**src/rtl/traffic_phase_ctrl_if.sv**
```systemverilog
// Front-end/driver bundle for the phase sequencer: controls and config in, lamps and display out.
interface traffic_phase_ctrl_if #(
  parameter int NUM_PHASES = 2,
  parameter int PW = (NUM_PHASES > 1) ? $clog2(NUM_PHASES) : 1
);
  logic                  enable;
  logic                  standby;
  logic                  skip;
  logic                  emerg_req;
  logic [PW-1:0]         emerg_phase;
  logic                  cfg_we;
  logic [PW-1:0]         cfg_phase;
  logic [1:0]            cfg_sel;
  logic [7:0]            cfg_bcd;
  logic                  cfg_err;
  logic [NUM_PHASES-1:0] lamp_r;
  logic [NUM_PHASES-1:0] lamp_y;
  logic [NUM_PHASES-1:0] lamp_g;
  logic [7:0]            cnt_bcd;
  logic                  cnt_valid;
  logic [PW-1:0]         active_phase;
  logic [2:0]            state;

  modport master (
    output enable, standby, skip, emerg_req, emerg_phase,
    output cfg_we, cfg_phase, cfg_sel, cfg_bcd,
    input  cfg_err, lamp_r, lamp_y, lamp_g, cnt_bcd, cnt_valid, active_phase, state
  );

  modport slave (
    input  enable, standby, skip, emerg_req, emerg_phase,
    input  cfg_we, cfg_phase, cfg_sel, cfg_bcd,
    output cfg_err, lamp_r, lamp_y, lamp_g, cnt_bcd, cnt_valid, active_phase, state
  );
endinterface

```
**src/rtl/traffic_phase_ctrl.sv**
```systemverilog
// N-approach traffic sequencer: GREEN -> YELLOW -> ALLRED per phase with BCD countdown,
// standby flash, skip and emergency preemption. All outputs come straight from registers.
module traffic_phase_ctrl #(
  parameter int         NUM_PHASES = 2,
  parameter int         TICK_DIV   = 50_000_000,
  parameter logic [7:0] DEF_GREEN  = 8'h25,
  parameter logic [7:0] DEF_YELLOW = 8'h04,
  parameter logic [7:0] DEF_ALLRED = 8'h02
) (
  input logic                 CLOCK_50,
  input logic                 reset,
  traffic_phase_ctrl_if.slave bus
);
  localparam int PW    = (NUM_PHASES > 1) ? $clog2(NUM_PHASES) : 1;
  localparam int PRE_W = (TICK_DIV > 1) ? $clog2(TICK_DIV) : 1;

  typedef enum logic [2:0] {
    ST_GREEN  = 3'd0,
    ST_YELLOW = 3'd1,
    ST_ALLRED = 3'd2,
    ST_STBY   = 3'd3,
    ST_HOLD   = 3'd4
  } state_e;

  state_e                     r_state, w_state_n;
  logic [PW-1:0]              r_phase, w_phase_n, w_phase_inc, w_ephase, w_green_ph;
  logic [7:0]                 r_cnt, w_cnt_n;
  logic [PRE_W-1:0]           r_pre, w_pre_n;
  logic                       r_skip, w_skip_n;
  logic                       r_flash, w_flash_n;
  logic                       r_valid, r_cfg_err;
  logic [NUM_PHASES-1:0]      r_lamp_r, r_lamp_y, r_lamp_g;
  logic [NUM_PHASES-1:0]      w_r_n, w_y_n, w_g_n, w_onehot;
  logic [NUM_PHASES-1:0][7:0] r_grn, r_yel, r_red;
  logic                       w_tick, w_cfg_ok;

  function automatic logic [7:0] f_ld(input logic [7:0] d);
    return (d == 8'h00) ? 8'h01 : d;
  endfunction

  function automatic logic [7:0] f_dec(input logic [7:0] d);
    return (d[3:0] == 4'h0) ? {d[7:4] - 4'h1, 4'h9} : {d[7:4], d[3:0] - 4'h1};
  endfunction

  assign w_tick      = bus.enable && (r_pre == '0);
  assign w_phase_inc = (r_phase == PW'(NUM_PHASES - 1)) ? '0 : r_phase + PW'(1);
  assign w_ephase    = (int'(bus.emerg_phase) < NUM_PHASES) ? bus.emerg_phase : '0;
  assign w_green_ph  = bus.emerg_req ? w_ephase : w_phase_inc;
  assign w_cfg_ok    = (bus.cfg_bcd[7:4] <= 4'd9) && (bus.cfg_bcd[3:0] <= 4'd9) &&
                       (bus.cfg_sel != 2'd3) && (int'(bus.cfg_phase) < NUM_PHASES);

  always_comb begin
    w_state_n = r_state;
    w_phase_n = r_phase;
    w_cnt_n   = r_cnt;
    w_pre_n   = r_pre;
    w_skip_n  = r_skip;
    w_flash_n = r_flash;
    if (bus.enable) begin
      w_pre_n = w_tick ? PRE_W'(TICK_DIV - 1) : r_pre - PRE_W'(1);
      if (bus.standby) begin
        w_skip_n = 1'b0;
        if (r_state != ST_STBY) begin
          w_state_n = ST_STBY;
          w_flash_n = 1'b1;
        end else if (w_tick) begin
          w_flash_n = ~r_flash;
        end
      end else if (r_state == ST_STBY) begin
        w_state_n = ST_ALLRED;
        w_cnt_n   = f_ld(r_red[r_phase]);
      end else if (r_state == ST_HOLD) begin
        // phase stays latched in r_phase while held, so later emerg_phase edits are ignored
        if (!bus.emerg_req) begin
          w_state_n = ST_GREEN;
          w_cnt_n   = f_ld(r_grn[r_phase]);
        end
      end else if (bus.emerg_req && r_state == ST_GREEN) begin
        w_skip_n = 1'b0;
        if (r_phase == w_ephase) begin
          w_state_n = ST_HOLD;
        end else begin
          w_state_n = ST_YELLOW;
          w_cnt_n   = f_ld(r_yel[r_phase]);
        end
      end else if (w_tick) begin
        w_skip_n = 1'b0;
        if (r_cnt > 8'h01 && !(r_skip || bus.skip)) begin
          w_cnt_n = f_dec(r_cnt);
        end else begin
          case (r_state)
            ST_GREEN: begin
              w_state_n = ST_YELLOW;
              w_cnt_n   = f_ld(r_yel[r_phase]);
            end
            ST_YELLOW: begin
              w_state_n = ST_ALLRED;
              w_cnt_n   = f_ld(r_red[r_phase]);
            end
            default: begin
              w_state_n = ST_GREEN;
              w_phase_n = w_green_ph;
              w_cnt_n   = f_ld(r_grn[w_green_ph]);
            end
          endcase
        end
      end else if (bus.skip) begin
        w_skip_n = 1'b1;
      end
    end
  end

  // Lamps decoded from next state so they land in registers alongside it.
  always_comb begin
    w_onehot = NUM_PHASES'(1) << w_phase_n;
    w_r_n    = '0;
    w_y_n    = '0;
    w_g_n    = '0;
    case (w_state_n)
      ST_GREEN, ST_HOLD: begin
        w_g_n = w_onehot;
        w_r_n = ~w_onehot;
      end
      ST_YELLOW: begin
        w_y_n = w_onehot;
        w_r_n = ~w_onehot;
      end
      ST_ALLRED: w_r_n = '1;
      default:   w_y_n = {NUM_PHASES{w_flash_n}};
    endcase
  end

  always_ff @(posedge CLOCK_50) begin
    if (reset) begin
      r_state   <= ST_GREEN;
      r_phase   <= '0;
      r_cnt     <= DEF_GREEN;
      r_pre     <= PRE_W'(TICK_DIV - 1);
      r_skip    <= 1'b0;
      r_flash   <= 1'b0;
      r_valid   <= 1'b1;
      r_cfg_err <= 1'b0;
      r_lamp_g  <= NUM_PHASES'(1);
      r_lamp_r  <= ~NUM_PHASES'(1);
      r_lamp_y  <= '0;
      r_grn     <= {NUM_PHASES{DEF_GREEN}};
      r_yel     <= {NUM_PHASES{DEF_YELLOW}};
      r_red     <= {NUM_PHASES{DEF_ALLRED}};
    end else begin
      r_state   <= w_state_n;
      r_phase   <= w_phase_n;
      r_cnt     <= w_cnt_n;
      r_pre     <= w_pre_n;
      r_skip    <= w_skip_n;
      r_flash   <= w_flash_n;
      r_valid   <= !(w_state_n == ST_STBY || w_state_n == ST_HOLD);
      r_lamp_r  <= w_r_n;
      r_lamp_y  <= w_y_n;
      r_lamp_g  <= w_g_n;
      r_cfg_err <= bus.cfg_we && !w_cfg_ok;
      if (bus.cfg_we && w_cfg_ok) begin
        case (bus.cfg_sel)
          2'd0:    r_grn[bus.cfg_phase] <= bus.cfg_bcd;
          2'd1:    r_yel[bus.cfg_phase] <= bus.cfg_bcd;
          default: r_red[bus.cfg_phase] <= bus.cfg_bcd;
        endcase
      end
    end
  end

  assign bus.cfg_err      = r_cfg_err;
  assign bus.lamp_r       = r_lamp_r;
  assign bus.lamp_y       = r_lamp_y;
  assign bus.lamp_g       = r_lamp_g;
  assign bus.cnt_bcd      = r_cnt;
  assign bus.cnt_valid    = r_valid;
  assign bus.active_phase = r_phase;
  assign bus.state        = r_state;
endmodule

```
**src/flat_wrapper.sv**
```systemverilog
// flat-port wrapper written by rule: the top's interface ports become plain ports
module traffic_phase_ctrl_flat 
#(
  parameter int         NUM_PHASES = 2,
  parameter int         TICK_DIV   = 50_000_000,
  parameter logic [7:0] DEF_GREEN  = 8'h25,
  parameter logic [7:0] DEF_YELLOW = 8'h04,
  parameter logic [7:0] DEF_ALLRED = 8'h02
)
  (CLOCK_50, reset, bus_enable, bus_standby, bus_skip, bus_emerg_req, bus_emerg_phase, bus_cfg_we, bus_cfg_phase, bus_cfg_sel, bus_cfg_bcd, bus_cfg_err, bus_lamp_r, bus_lamp_y, bus_lamp_g, bus_cnt_bcd, bus_cnt_valid, bus_active_phase, bus_state);
  traffic_phase_ctrl_if #(.NUM_PHASES(NUM_PHASES)) bus_i ();
  input logic CLOCK_50;
  input logic reset;
  input wire logic [$bits(bus_i.enable)-1:0] bus_enable;
  input wire logic [$bits(bus_i.standby)-1:0] bus_standby;
  input wire logic [$bits(bus_i.skip)-1:0] bus_skip;
  input wire logic [$bits(bus_i.emerg_req)-1:0] bus_emerg_req;
  input wire logic [$bits(bus_i.emerg_phase)-1:0] bus_emerg_phase;
  input wire logic [$bits(bus_i.cfg_we)-1:0] bus_cfg_we;
  input wire logic [$bits(bus_i.cfg_phase)-1:0] bus_cfg_phase;
  input wire logic [$bits(bus_i.cfg_sel)-1:0] bus_cfg_sel;
  input wire logic [$bits(bus_i.cfg_bcd)-1:0] bus_cfg_bcd;
  output wire logic [$bits(bus_i.cfg_err)-1:0] bus_cfg_err;
  output wire logic [$bits(bus_i.lamp_r)-1:0] bus_lamp_r;
  output wire logic [$bits(bus_i.lamp_y)-1:0] bus_lamp_y;
  output wire logic [$bits(bus_i.lamp_g)-1:0] bus_lamp_g;
  output wire logic [$bits(bus_i.cnt_bcd)-1:0] bus_cnt_bcd;
  output wire logic [$bits(bus_i.cnt_valid)-1:0] bus_cnt_valid;
  output wire logic [$bits(bus_i.active_phase)-1:0] bus_active_phase;
  output wire logic [$bits(bus_i.state)-1:0] bus_state;
  assign bus_i.enable = bus_enable;
  assign bus_i.standby = bus_standby;
  assign bus_i.skip = bus_skip;
  assign bus_i.emerg_req = bus_emerg_req;
  assign bus_i.emerg_phase = bus_emerg_phase;
  assign bus_i.cfg_we = bus_cfg_we;
  assign bus_i.cfg_phase = bus_cfg_phase;
  assign bus_i.cfg_sel = bus_cfg_sel;
  assign bus_i.cfg_bcd = bus_cfg_bcd;
  assign bus_cfg_err = bus_i.cfg_err;
  assign bus_lamp_r = bus_i.lamp_r;
  assign bus_lamp_y = bus_i.lamp_y;
  assign bus_lamp_g = bus_i.lamp_g;
  assign bus_cnt_bcd = bus_i.cnt_bcd;
  assign bus_cnt_valid = bus_i.cnt_valid;
  assign bus_active_phase = bus_i.active_phase;
  assign bus_state = bus_i.state;
  traffic_phase_ctrl #(.NUM_PHASES(NUM_PHASES), .TICK_DIV(TICK_DIV), .DEF_GREEN(DEF_GREEN), .DEF_YELLOW(DEF_YELLOW), .DEF_ALLRED(DEF_ALLRED)) u_core (.CLOCK_50(CLOCK_50), .reset(reset), .bus(bus_i));
endmodule
```
**config.mk**
```make
export PLATFORM = sky130hd
export DESIGN_NAME = traffic_phase_ctrl_flat
export DESIGN_NICKNAME = d
export VERILOG_FILES = /design/src/rtl/traffic_phase_ctrl_if.sv /design/src/rtl/traffic_phase_ctrl.sv /design/src/flat_wrapper.sv
export SDC_FILE = /design/constraint.sdc
export NUM_CORES = 1
export LEC_CHECK = 0
export ABC_CLOCK_PERIOD_IN_PS = 2700
export CAP_MARGIN = 30
export CORE_UTILIZATION = 28
export DETAILED_ROUTE_END_ITERATION = 10
export GPL_TIMING_DRIVEN = 0
export PLACE_DENSITY = 0.55
export SYNTH_ARGS = -nofsm -noshare
export SYNTH_HDL_FRONTEND = slang
export SYNTH_SLANG_ARGS = --single-unit
```
**constraint.sdc**
```tcl
create_clock -name CLOCK_50 -period 2.7 [get_ports CLOCK_50]
set_input_delay 0.27 -clock CLOCK_50 [delete_from_list [all_inputs] [get_ports CLOCK_50]]
set_output_delay 0.27 -clock CLOCK_50 [all_outputs]
set_load 0.05 [all_outputs]
```
After elaboration in Yosys (flattened, before gate mapping)
Cells that the tools add are included.
{"block": "totals", "input_bits": 19, "word_cells": 149, "out_inout_bits": 20, "register_bits": 96}
{"block": "classes", "reduce_logical": 36, "n_shift": 1, "n_mux": 61, "eq_ne": 16, "bitwise": 5, "magnitude_cmp": 7, "n_addsub": 4}
{"cell": "two-way mux 8 bit", "n": 21}
{"cell": "bitwise mux 16 bit", "n": 3}
{"cell": "zero test 8 bit", "n": 4}
{"cell": "two-way mux 3 bit", "n": 10}
{"cell": "zero test 26 bit", "n": 1}
{"cell": "two-way mux 26 bit", "n": 1}
{"cell": "subtractor 26 x 1 -> 26 bit (second input constant)", "n": 1}
{"cell": "two-way mux 1 bit", "n": 21}
{"cell": "case mux 8 bit (2 select lines)", "n": 1}
{"cell": "case mux 2 bit (2 select lines)", "n": 3}
{"cell": "== test 3 x 2 -> 1 bit (second input constant)", "n": 3}
{"cell": "demux 8 bit (select 1 bit)", "n": 1}
{"cell": "greater-than comparator 8 x 1 -> 1 bit (second input constant)", "n": 1}
{"cell": "<= comparator 4 bit (second input constant)", "n": 2}
{"cell": "logical AND 1 bit", "n": 8}
{"cell": "nonzero test 4 bit", "n": 2}
{"cell": "OR reduction 2 bit", "n": 4}
{"cell": "subtractor 4 x 1 -> 4 bit (second input constant)", "n": 2}
{"cell": "== test 3 x 1 -> 1 bit (second input constant)", "n": 2}
{"cell": "== test 3 bit (second input constant)", "n": 2}
{"cell": "zero test 3 bit", "n": 2}
{"cell": "< comparator 1 x 2 -> 1 bit (second input constant)", "n": 3}
{"cell": "inequality test 2 bit (second input constant)", "n": 3}
{"cell": "inequality test 3 x 2 -> 1 bit (second input constant)", "n": 2}
{"cell": "other kinds (18)", "n": 27}

Longest topological paths before layout
Gate-level depths: netlist of the first run.
{"block": "logic_depth", "word_depth": 14, "mapped_depth": 10, "depth_no_buf": 9}

Least setup slack after synthesis of the first run
No wires, ideal clock.
{"block": "synth_path", "path_kind": "flip-flop to flip-flop", "startpoint": "register u_core.r_cnt[4], in the netlist u_core.bus.cnt_bcd[4]", "endpoint": "register u_core.r_lamp_y[1], in the netlist u_core.bus.lamp_y[1]", "stages_incl_launch_ff": 11, "t_required_ps": 2608, "setup_time_ps": 92, "n_path_buf": 1, "t_arrival_ps": 2906, "path_slack_ps": -298, "period_less_slack_ps": 2998, "path_cell_list": "dfxtp_1 > inv_1 > ha_1 > nor3b_1 > a221oi_1 > nor3_1 > o221a_2 > and2_2 > clkbuf_2 > maj3_1 > o32ai_1"}
{"block": "synth_between", "elab_chain_cells": 12, "elab_cells_between_ends": 23}
{"item": "start, declared", "line": "traffic_phase_ctrl.sv:27", "source": "logic [7:0] r_cnt, w_cnt_n;"}
{"item": "start signal, assigned", "line": "traffic_phase_ctrl.sv:152", "source": "r_cnt <= w_cnt_n;"}
{"item": "greater-than comparator 8 x 1 -> 1 bit *", "line": "traffic_phase_ctrl.sv:88", "source": "if (r_cnt > 8'h01 && !(r_skip || bus.skip)) begin"}
{"item": "logical AND 1 bit *", "line": "traffic_phase_ctrl.sv:88"}
{"item": "two-way mux 3 bit", "line": "traffic_phase_ctrl.sv:88"}
{"item": "two-way mux 3 bit", "line": "traffic_phase_ctrl.sv:86", "source": "end else if (w_tick) begin"}
{"item": "two-way mux 3 bit", "line": "traffic_phase_ctrl.sv:78", "source": "end else if (bus.emerg_req && r_state == ST_GREEN) begin"}
{"item": "two-way mux 3 bit", "line": "traffic_phase_ctrl.sv:72", "source": "end else if (r_state == ST_HOLD) begin"}
{"item": "two-way mux 3 bit", "line": "traffic_phase_ctrl.sv:69", "source": "end else if (r_state == ST_STBY) begin"}
{"item": "two-way mux 3 bit", "line": "traffic_phase_ctrl.sv:61", "source": "if (bus.standby) begin"}
{"item": "two-way mux 3 bit", "line": "traffic_phase_ctrl.sv:59", "source": "if (bus.enable) begin"}
{"item": "== test 3 x 2 -> 1 bit, or another cell as far along", "line": "traffic_phase_ctrl.sv:119", "source": "case (w_state_n)"}
{"item": "OR reduction 3 bit (no source line)"}
{"item": "case mux 2 bit (2 select lines) *", "line": "traffic_phase_ctrl.sv:119"}
{"item": "end signal, assigned", "line": "traffic_phase_ctrl.sv:158", "source": "r_lamp_y <= w_y_n;"}
{"item": "end, declared", "line": "traffic_phase_ctrl.sv:32", "source": "logic [NUM_PHASES-1:0] r_lamp_r, r_lamp_y, r_lamp_g;"}
Mark *: on every way between the ends. The rest lies on a longest branch, timed or not.
A chain may end at the register's enable or synchronous reset.

Final worst setup path of the first run
{"block": "layout_path", "startpoint": "register u_core.r_pre[5]", "endpoint": "register u_core.r_lamp_r[0], in the netlist u_core.bus.lamp_r[0]"}
{"block": "layout_between", "elab_chain_cells": 11, "elab_cells_between_ends": 22}
{"item": "start, declared", "line": "traffic_phase_ctrl.sv:28", "source": "logic [PRE_W-1:0] r_pre, w_pre_n;"}
{"item": "start signal, assigned", "line": "traffic_phase_ctrl.sv:138", "source": "r_pre <= PRE_W'(TICK_DIV - 1);"}
{"item": "start signal, assigned", "line": "traffic_phase_ctrl.sv:153", "source": "r_pre <= w_pre_n;"}
{"item": "zero test 26 bit *", "line": "traffic_phase_ctrl.sv:45", "source": "assign w_tick = bus.enable && (r_pre == '0);"}
{"item": "logical AND 1 bit *", "line": "traffic_phase_ctrl.sv:45"}
{"item": "two-way mux 3 bit or two-way mux 1 bit (tied branches)", "line": "traffic_phase_ctrl.sv:86"}
{"item": "two-way mux 3 bit or two-way mux 1 bit (tied branches)", "line": "traffic_phase_ctrl.sv:78"}
{"item": "two-way mux 3 bit or two-way mux 1 bit (tied branches)", "line": "traffic_phase_ctrl.sv:72"}
{"item": "two-way mux 3 bit or two-way mux 1 bit (tied branches)", "line": "traffic_phase_ctrl.sv:69"}
{"item": "two-way mux 3 bit or two-way mux 1 bit (tied branches)", "line": "traffic_phase_ctrl.sv:61"}
{"item": "two-way mux 3 bit or two-way mux 1 bit (tied branches)", "line": "traffic_phase_ctrl.sv:59"}
{"item": "== test 3 x 1 -> 1 bit, or another cell as far along", "line": "traffic_phase_ctrl.sv:119"}
{"item": "OR reduction 3 bit (no source line) or inverter 2 bit (tied branches)"}
{"item": "case mux 2 bit (2 select lines) *", "line": "traffic_phase_ctrl.sv:119"}
{"item": "end signal, assigned", "line": "traffic_phase_ctrl.sv:144", "source": "r_lamp_r <= ~NUM_PHASES'(1);"}
{"item": "end signal, assigned", "line": "traffic_phase_ctrl.sv:157", "source": "r_lamp_r <= w_r_n;"}
{"item": "end, declared", "line": "traffic_phase_ctrl.sv:32"}
Marked as above.

==> flow_summary.json, run 1 <==
{
  "rrSetupSlack_ns": -0.02,
  "startpoint_type": "flop",
  "fp.coreArea_um2": 18000,
  "hold_viol": 0,
  "p_leak_nw": 2.25,
  "firstDrtPassIters": 5,
  "yosys.area.top_type_share_pct": 37.1,
  "area_growth_pct": 23.7,
  "end_kind": "flop",
  "grt_pass1_vias": 4271,
  "gp_congestion": 0.947,
  "slew_violations": 0,
  "final_common_cell": "nor2_1",
  "ys_seq_elements": 96,
  "tightest_slew_ns": 0.886,
  "vias": 4644,
  "reg2reg_to": "u_core.bus.lamp_r[0]",
  "min_path_cells": 3,
  "numCtsBuffers": 9,
  "slowest_delay_ns": 0.57,
  "grt_usage_pct": 15.9,
  "fin_crit_sh_pct": 101,
  "dp_hpwl_um": 11100,
  "critPathKind": "reg -> reg",
  "finalNetCount": 681,
  "p_sw_mw": 0.944,
  "finalSetupViolations": 1,
  "yosys_warnings": 0,
  "synth_area_um2": 5180,
  "ir_worst_vdd_v": 0.000347,
  "power_mw": 3.24,
  "wl_per_cell_um": 17.2,
  "p_int_mw": 2.30,
  "netlist_top_cells_area": "dfxtp_1 (37%), mux2i_1 (10%), nor2_1 (7.0%)",
  "hold_end": "u_core.r_skip",
  "clock_latency_ns": 0.36,
  "sw_frac_of_total_pct": 29.1,
  "crit_fanout": 5,
  "rows": 49,
  "cts_hold_buf": 0,
  "via_per_inst": 5.21,
  "whs_ns": 0.237,
  "synth_cell_types": 69,
  "seq_area_frac_synth_pct": 37.1,
  "power_frac_clock_pct": 37.7,
  "worst-endpoint-required_ns": 2.92,
  "hold_start": "reset",
  "violations": "setup timing",
  "die_area_um2": 19100,
  "r2r-start": "u_core.r_pre[5]",
  "synth-edff-count": 0,
  "arrival_ns": 2.95,
  "initial_core_util_pct": 28.8,
  "drive_above_1_share_pct": 15.7,
  "fillerInstances": 1873,
  "syn_nets": 623,
  "cpMostUsedCell": "or4_4",
  "rsz0062_at_grt": "true",
  "yosys.area.top_type": "dfxtp_1",
  "max_freq_ghz": 0.367,
  "pwr-share-seq_pct": 45.6,
  "die_w_um": 138,
  "final_cell_mix": "nor2_1 (95), dfxtp_1 (89), mux2i_1 (51)",
  "wl_um": 15400,
  "clkSinkCount": 96,
  "cts_buffer_depth": 2,
  "cts-root-buf": "clkbuf_16",
  "grt_max_degree": 20,
  "path_clk_slew_ns": 0.07,
  "synth_cells": 600,
  "cp_slowest_cell": "or4_4",
  "antenna_cells": 0,
  "cp_cell_sequence": "or4_4, or4_4, or3_4, o221ai_4, buf_6, mux2i_2, o32ai_2",
  "synth_area_per_cell_um2": 8.64,
  "drt-initial-drc-count": 408,
  "hold_class": "in -> reg",
  "reg2reg_depth": 7,
  "cap_viol_max_count": 0,
  "synth_flop_cell": "dfxtp_1",
  "grt_pass1_wl_um": 23900,
  "drtAntennaViolNets": 0,
  "timing.final.crit_period_ns": 2.72,
  "antenna_found_initial": 0,
  "skew_ns": 0.00671,
  "drcViolationCount": 0,
  "io_pins": 39,
  "die-height_um": 138,
  "cts_tree": "done",
  "cts.htree.levels": 3,
  "combPwrFrac_pct": 16.7,
  "postSynth.asyncResetShare_pct": 0,
  "status": "finished, violations left",
  "power.density_nw_per_um2": 506,
  "relSlewSlack_pct": 40.7,
  "fin_ws_ns": -0.0249,
  "port_buffers": 35,
  "grt_overflow": 0
}
-- cells in the mapped netlist (5+ instances only) --
cell type,instances
nor3b_1,6
nor4_1,14
nand2_1,33
nand3_1,14
nor2b_1,6
mux2i_1,53
inv_1,16
o211ai_1,8
mux4_2,6
a21oi_1,30
clkbuf_1,25
nor2_1,96
xnor2_1,17
a211oi_1,8
a31oi_1,6
dfxtp_1,96
o21ai_0,28
xor2_1,6
mux2_2,5
buf_1,6
a211o_1,11
nor3_1,16
or2_2,7
buf_6,5
-- sequential cells by signal (all words and copies together) (netlist names), 2 cells and up --
register / count
u_core.bus.lamp_y: 2
u_core.bus.cnt_bcd: 8
u_core.r_pre: 26
u_core.bus.state: 3
u_core.bus.lamp_g: 2
u_core.bus.lamp_r: 2
u_core.r_grn: 16
u_core.r_yel: 16
u_core.r_red: 16
-- power by group through the flow --
stage / combinational (mW) / clock [mW] / sequential [mW]
2_1_floorplan: 0.268 / 0 / 1.56
3_3_place_gp: 0.484 / 0 / 1.51
3_5_place_dp: 0.481 / 0 / 1.51
4_1_cts: 0.512 / 1.25 / 1.48
5_1_grt: 0.579 / 1.30 / 1.48
6_report: 0.542 / 1.22 / 1.48
-- per-stage QoR --
stage	worst slack, ns	cell area [um^2]	util (%)	TNS (ns)	cells
5_1_grt	-0.0864	6410	35.6	-0.317	892
2_1_floorplan	0.00185	5210	-	0	600
3_3_place_gp	-0.311	5850	32.4	-2.87	864
4_1_cts	-0.0384	6270	34.8	-0.156	887
6_report	-0.0249	6410	35.6	-0.0249	892
3_5_place_dp	-0.351	5850	32.4	-2.70	864
-- cells by family after synthesis --
family	share of synthesized area, %
AO/OA/AOI/OAI	17.6
XOR/XNOR	3.89
adder cells (fa/ha/maj)	1.16
buffers and inverters	4.85
flip-flops	37.1
multiplexers	13.9
AND/OR/NAND/NOR	21.5
-- worst max path at each step --
stage	start	to	slack, ns	depth (start not counted)
2_1_floorplan	u_core.r_pre[7]	u_core.bus.lamp_y[0]	0.002	8
3_3_place_gp	u_core.bus.active_phase	u_core.bus.cnt_bcd[2]	-0.31	8
3_5_place_dp	u_core.bus.active_phase	u_core.bus.cnt_bcd[2]	-0.35	8
4_1_cts	u_core.r_pre[11]	u_core.bus.lamp_r[1]	-0.04	8
5_1_grt	u_core.r_pre[5]	u_core.bus.lamp_r[0]	-0.09	7
6_report	u_core.r_pre[5]	u_core.bus.lamp_r[0]	-0.02	7
-- repair_timing --
item,in CTS,in global routing
buffers inserted,9,7
gates cloned,1,0
endpoints found under the setup margin,14,14
resized for setup,20,21
hold endpoints to repair,0,0
pin swaps,8,15
-- critical path, delay by kind of cell (launching register included) --
family | cells | cell delay, ns
AND/OR/NAND/NOR | 3 | 1.53
buffers and inverters | 1 | 0.16
multiplexers | 1 | 0.21
flip-flops | 1 | 0.33
AO/OA/AOI/OAI | 2 | 0.33
-- routing by layer --
layer	track usage, %	vias to the layer above	wire length (um)
met4	6.88	0	369
met1	21.3	2218	7240
met3	2.60	22	626
met2	25.0	103	7130
li1	-	2301	-
met5	0	-	0
-- area by class of cell --
cell class | instances | area (um^2) | area share, %
inverter | 16 | 60.1 | 0.937
multi-input combinational | 451 | 3210 | 50.0
clock buffer | 10 | 229 | 3.57
tap | 229 | 287 | 4.47
timing repair buffer | 51 | 482 | 7.51
sequential | 96 | 1930 | 30.1
clock inverter | 6 | 50.0 | 0.780
buffer | 33 | 169 | 2.63
Note: power is estimated with default switching activity, not from simulation.
==> inputs of run 2 (changes only) <==
Settings changed: CORE_UTILIZATION 28 to 53, PLACE_DENSITY 0.55 to 0.85.
==> flow_summary.json, run 2 (synthesized netlist as in run 1, its figures left out) <==
{
  "status": "finished, violations left",
  "violations": "setup timing",
  "finalNetCount": 681,
  "cts_tree": "done",
  "sw_frac_of_total_pct": 30.4,
  "rows": 35,
  "fin_crit_sh_pct": 102,
  "dp_hpwl_um": 11100,
  "slew_violations": 0,
  "power_mw": 3.01,
  "drive_above_1_share_pct": 15.2,
  "skew_ns": 0.0109,
  "relSlewSlack_pct": 52.1,
  "hold_viol": 0,
  "drt-initial-drc-count": 429,
  "via_per_inst": 6.14,
  "cts_hold_buf": 0,
  "max_freq_ghz": 0.363,
  "die_w_um": 101,
  "antenna_found_initial": 0,
  "firstDrtPassIters": 5,
  "post_dp_cell_area_um2": 5730,
  "critPathKind": "reg -> reg",
  "power.density_nw_per_um2": 488,
  "arrival_ns": 3.06,
  "die_area_um2": 10200,
  "wl_per_cell_um": 19.3,
  "drtAntennaViolNets": 0,
  "end_kind": "flop",
  "p_int_mw": 2.10,
  "die-height_um": 101,
  "regMostFlops": "u_core.r_pre",
  "numCtsBuffers": 9,
  "crit_fanout": 7,
  "final_common_cell": "nor2_1",
  "final_cell_mix": "nor2_1 (94), dfxtp_1 (89), mux2i_1 (53)",
  "vias": 4866,
  "fin_ws_ns": -0.0529,
  "hold_class": "in -> reg",
  "grt_max_degree": 19,
  "path_clk_slew_ns": 0.11,
  "cts.htree.levels": 3,
  "clock_latency_ns": 0.37,
  "grt_pass1_vias": 4686,
  "pwr-share-seq_pct": 49.1,
  "cts_buffer_depth": 2,
  "combPwrFrac_pct": 17.5,
  "p_leak_nw": 2.21,
  "gp_congestion": 0.968,
  "fp.coreArea_um2": 9370,
  "startpoint_type": "flop",
  "final_util_pct": 65.9,
  "grt_overflow": 0,
  "rsz0062_at_grt": "true",
  "ir_worst_vdd_v": 0.000227,
  "port_buffers": 35,
  "antenna_cells": 0,
  "area_growth_pct": 19.1,
  "grt_usage_pct": 31.0,
  "fillerInstances": 803,
  "worst-endpoint-required_ns": 3.01,
  "drcViolationCount": 0,
  "setup_tns_ns": -0.187,
  "instances_no_fill": 792,
  "tightest_slew_ns": 0.718,
  "p_sw_mw": 0.917,
  "largest_reg_flops": 26,
  "wl_um": 15300,
  "initial_core_util_pct": 55.3,
  "clkSinkCount": 96,
  "power_frac_clock_pct": 33.4,
  "cts-root-buf": "clkbuf_8",
  "final_area_um2": 6170,
  "io_pins": 39,
  "dp_cells": 765,
  "timing.final.crit_period_ns": 2.75,
  "finalSetupViolations": 4,
  "grt_pass1_wl_um": 24200,
  "cap_viol_max_count": 0
}
-- run 2: per-stage QoR --
step           worst slack, ns  hold WS [ns]
2_1_floorplan          0.00185         0.382
3_3_place_gp            -0.526         0.470
3_5_place_dp            -0.567         0.480
4_1_cts                -0.0756         0.199
5_1_grt                 -0.112         0.212
6_report               -0.0529         0.207
-- run 2: cell type report --
cell class	count	area [um^2]	area share [%]
Timing Repair Buffer	50	464	7.52
Multi-Input combinational cell	450	3160	51.2
Sequential cell	96	1930	31.3
Clock inverter	7	86.3	1.40
Inverter	16	60.1	0.973
Clock buffer	9	124	2.01
Tap cell	129	161	2.61
Buffer	35	181	2.94
-- run 2: path summary, 6_finish.rpt --
| kind | start | to | slack [ns] | cells after the start |
|---|---|---|---|---|
| setup / recovery | u_core.r_pre[7] | u_core.bus.lamp_r[1] | -0.05 | 7 |
| hold / removal | reset | u_core.r_skip | 0.21 | 3 |
| setup reg to reg | u_core.r_pre[7] | u_core.bus.lamp_r[1] | -0.05 | 7 |
| hold reg to reg | u_core.r_pre[3] | u_core.r_pre[3] | 0.50 | 2 |
-- run 2: repair_timing --
| action | CTS | global route |
|---|---|---|
| endpoints found under the setup margin | 16 | 14 |
| pin swaps | 6 | 12 |
| gates resized for setup | 17 | 23 |
| buffers inserted | 7 | 7 |
-- run 2: routing by layer --
metal  track usage, %  wire length (um)  up-vias
li1                 -                 -     2302
met1             40.6              6780     2355
met5                0                 0        -
met3             5.96               924       29
met2             51.6              7250      180
met4             9.81               310        0
-- run 2: worst max-delay path: stages, from the launching register on --
cell and delay, ns:
dfxtp_2 0.34, or4_4 0.56, or4_4 0.61, or3_4 0.41
o221ai_4 0.25, nand3_2 0.17, o21bai_1 0.22, o21bai_1 0.13
-- run 2: power by group through the flow --
stage	logic [mW]	clock network [mW]	registers, mW
CTS	0.497	1.01	1.48
floorplan	0.268	0	1.56
detailed placement	0.480	0	1.51
global placement	0.474	0	1.51
global route	0.566	1.07	1.48
finish	0.528	1.01	1.48
